### config.mk
export PLATFORM = sky130hd
export DESIGN_NAME = count_tick_ctrl
export DESIGN_NICKNAME = d
export VERILOG_FILES = /design/src/rtl/count_tick_ctrl.sv
export SDC_FILE = /design/constraint.sdc
export NUM_CORES = 1
export LEC_CHECK = 0
export CAP_MARGIN = 30
export CORE_UTILIZATION = 45
export CTS_CLUSTER_DIAMETER = 200
export DETAILED_ROUTE_END_ITERATION = 6
export GPL_ROUTABILITY_DRIVEN = 0
export GPL_TIMING_DRIVEN = 1
export PLACE_DENSITY_LB_ADDON = 0.05
export SYNTH_ARGS = -nofsm -noshare
export SYNTH_HDL_FRONTEND = slang
export SYNTH_SLANG_ARGS = --single-unit
### constraint.sdc
create_clock -name clk -period 2.27 [get_ports clk]
set_input_delay 0.454 -clock clk [delete_from_list [all_inputs] [get_ports clk]]
set_output_delay 0.454 -clock clk [all_outputs]
set_load 0.02 [all_outputs]
### src/rtl/count_tick_ctrl.sv
// Button-driven run/step control: debounces run/step buttons and issues one-cycle counter ticks,
// either periodically while running or once per step press while idle.
module count_tick_ctrl #(
  parameter int unsigned DIV       = 50_000_000,
  parameter int unsigned PRESC_W   = 26,
  parameter int unsigned DB_CYCLES = 1_000_000,
  parameter int unsigned DB_W      = 20
) (
  input  logic       clk,
  input  logic       rst,
  input  logic       btn_run,
  input  logic       btn_step,
  output logic       tick,
  output logic       running,
  output logic [7:0] tick_cnt
);

  localparam logic [DB_W-1:0]    DbLast    = DB_W'(DB_CYCLES - 1);
  localparam logic [PRESC_W-1:0] PrescLast = PRESC_W'(DIV - 1);

  typedef enum logic [0:0] {StIdle, StRun} state_e;

  // Bit 0 carries the run button, bit 1 the step button.
  logic [1:0]            sync1_q, sync2_q;
  logic [1:0]            stable_q, stable_dly_q;
  logic [1:0][DB_W-1:0]  dcnt_q;
  logic [1:0]            press;
  logic                  run_press, step_press;

  state_e                state_q, state_d;
  logic [PRESC_W-1:0]    presc_q, presc_d;
  logic                  tick_q, tick_d;
  logic [7:0]            tick_cnt_q;

  always_ff @(posedge clk) begin
    if (rst) begin
      sync1_q      <= '0;
      sync2_q      <= '0;
      stable_q     <= '0;
      stable_dly_q <= '0;
      dcnt_q       <= '0;
    end else begin
      sync1_q      <= {btn_step, btn_run};
      sync2_q      <= sync1_q;
      stable_dly_q <= stable_q;
      for (int i = 0; i < 2; i++) begin
        if (sync2_q[i] == stable_q[i]) begin
          dcnt_q[i] <= '0;
        end else if (dcnt_q[i] == DbLast) begin
          stable_q[i] <= sync2_q[i];
          dcnt_q[i]   <= '0;
        end else begin
          dcnt_q[i] <= dcnt_q[i] + DB_W'(1);
        end
      end
    end
  end

  assign press      = stable_q & ~stable_dly_q;
  assign run_press  = press[0];
  assign step_press = press[1];

  // A run press always wins; the prescaler restarts from zero on every transition.
  always_comb begin
    state_d = state_q;
    presc_d = '0;
    tick_d  = 1'b0;
    unique case (state_q)
      StIdle: begin
        if (run_press) begin
          state_d = StRun;
        end else if (step_press) begin
          tick_d = 1'b1;
        end
      end
      StRun: begin
        if (run_press) begin
          state_d = StIdle;
        end else begin
          tick_d  = (presc_q == PrescLast);
          presc_d = (presc_q == PrescLast) ? '0 : presc_q + PRESC_W'(1);
        end
      end
      default: state_d = StIdle;
    endcase
  end

  always_ff @(posedge clk) begin
    if (rst) begin
      state_q    <= StIdle;
      presc_q    <= '0;
      tick_q     <= 1'b0;
      tick_cnt_q <= '0;
    end else begin
      state_q <= state_d;
      presc_q <= presc_d;
      tick_q  <= tick_d;
      if (tick_q) begin
        tick_cnt_q <= tick_cnt_q + 8'd1;
      end
    end
  end

  assign tick     = tick_q;
  assign running  = (state_q == StRun);
  assign tick_cnt = tick_cnt_q;

endmodule

==> metrics.txt <==
run status finished, final reports clean; Final ANT Viol Nets 0; n_diodes 0; hpwl dp about 4800 um; Root Buffer clkbuf_8; Num Clock Sinks 84; largest family of logic cells by synthesized area simple AND/OR/NAND/NOR gates; CTS hold repair buffers 0; Post-Route Setup TNS 0 ns; Max Cap Violations 0; CTS Buffer Depth 2; Seq/Total Area, Yosys a little under half; pin count of the biggest net entering global routing 21; Synth Register Bits 84; final worst path period share 90.5%; Pwr Density between 600 and 700 mW/mm^2; crit path time final 2.05 ns; die area 0.00854 mm^2; layout cells sized above 1 5.86%; Final WS setup 0.216 ns; Worst Path Arrival 2.27 ns; Synth Flop Type dfxtp_1; synthesized instance count approximately 430; core area 0.00781 mm^2; die width 92.4 um; Clock H-tree levels 3; Static Leak 1.24 nW; Synth Area in Compound Gates 9.56%; Post-synth EDFFs 0; DR DRC count 0; Post-CTS Resized 0; post-synthesis mux area share 0.272%; Netlist cell types 34; first-pass GRT wire length 12300 um; Final Hold Fails 0; CTS buffer count 9; Synth Area in XOR/XNOR 10.5%; Synth Area in Adders 1.36%; I/O pin total 14; Crit. End Element register; Slew HR between 60 and 70%; pre-CTS setup slack roughly 0.19 ns; CTS tree yes; WP data required between 2 and 2.5 ns; syn_nets 433; Global Route Usage Sum between 15 and 20%; Worst Hold Class reg2reg; peak supply drop between 400 and 500 uV; area of the mapped netlist about 0.0037 mm^2; RSZ-0062 raised after global routing no; Worst Tran Pin Value 0.514 ns; commonest cells after routing, fill and taps aside dfxtp_1, nor2_1, a21oi_1, nand2_1, nand3_1; Starting Density 47.1%; final setup fails 0; Post-Synth Simple-Gate Area 29.3%; commonest non-fill, non-tap cell in the layout dfxtp_1; initial antenna violation count 0; # nets final 447; crit path max fanout 18; Max Slew Vio Count 0; synthesis-to-layout area growth 13.1%; type of the worst setup path reg2reg; die boundary height about 92 um; cell row count 32; clock slew at the register clock pins of the worst setup and hold paths 0.08 ns; Peak Freq 0.487 GHz; grt total ovfl 0; Reg2Reg Setup Slack 0.22 ns; asr flop ratio synth 0%; routed length per instance around 13 um; Via density roughly 5.3; total number of vias 2920; Post-CTS Setup Bufs 0; first drt pass iteration count 4; Initial DRC Count 61; syn avg cell area 8.65 um^2; CP Launch Type register; skew final about 0.015 ns; Core Util, Final 53.3%; Port Buffers 13; vias in the first global route about 2800; routed wire length 6860 um; yosys warns 0; clock latency on the worst-skew pair 0.35 ns
==> synth_stat cells (all sizes together), types with 2 or more instances <==
cell     n  area [um^2]
nand2b   3         18.8
xnor2   23          201
nand2   25         93.8
a21oi   29          145
and3     5         31.3
buf      3         17.5
nor2    54          203
nor4     6         37.5
dfxtp   84         1680
nand3   24          120
and2     3         18.8
or3     16          100
nand4   20          125
ha       4         50.1
nor3     5         25.0
o31ai   14          105
o21bai   2         26.3
clkbuf  14         52.6
or2      4         25.0
or4     20          154
o21ai   15         75.1
nor2b    7         43.8
and4     6         52.6
xor2    21          184
inv     14         52.6
==> power breakdown <==
part	leakage, nW	internal, mW	switching (mW)	total [mW]
registers	0.677	1.48	0.00208	1.48
clock network	0.107	0.650	0.521	1.17
logic	0.452	0.0122	0.0136	0.0259
total	1.24	2.14	0.537	2.68
==> state kept, by name (all words and copies together) (netlist names) <==
name and count:
stable_q 2, stable_dly_q 2, sync1_q 2, tick 1, sync2_q 2, running 1, tick_cnt 8, presc_q 26
dcnt_q 40
==> logic make-up after synthesis <==
logic type                 count (synthesis)
buffers and inverters                     31
xor gates and xnor gates                  44
DFF                                       84
AOI/OAI and AO/OA                         60
adders and majority gates                  4
and+or+nand+nor                          201
muxes                                      1
==> critical path, stage by stage, from the launching register on <==
cell      delay, ns
dfxtp_1        0.35
or4_1          0.53
or4_4          0.54
o21bai_4       0.41
nor2_1         0.10
==> through the flow <==
step	std cells	power [mW]	hold WS [ns]	area (um^2)
3_5_place_dp	530	1.54	0.424	3940
4_1_cts	546	2.71	0.442	4160
5_1_grt	546	2.78	0.464	4160
2_1_floorplan	425	1.53	0.414	3680
6_report	546	2.68	0.438	4160
3_3_place_gp	530	1.54	0.421	3940
==> worst paths after layout <==
path,from,end,cells after the start
max,dcnt_q[31],dcnt_q[23],4
min,sync1_q[0],sync2_q[0],1
max reg2reg,dcnt_q[31],dcnt_q[23],4
min reg2reg,sync1_q[0],sync2_q[0],1
==> routing by layer <==
metal | up-vias | part of all wire, % | wire (um) | global-route usage (%)
met5 | - | 0 | 0 | 0
met4 | 0 | 1.9 | 131 | 8.98
met3 | 9 | 2.0 | 140 | 2.79
met2 | 23 | 45 | 3080 | 29.1
met1 | 1350 | 51 | 3510 | 22.9
li1 | 1538 | - | - | -
==> area by class of cell <==
cell class              count  area [um^2]
multi-input cells         310         1870
well taps                 102          128
clock inverters             4         72.6
fillers                   776         3650
inverters                  14         52.6
repair buffers             20          208
clock buffers              12          145
flip-flops and latches     84         1680
Power figures use the tool's default switching activity.
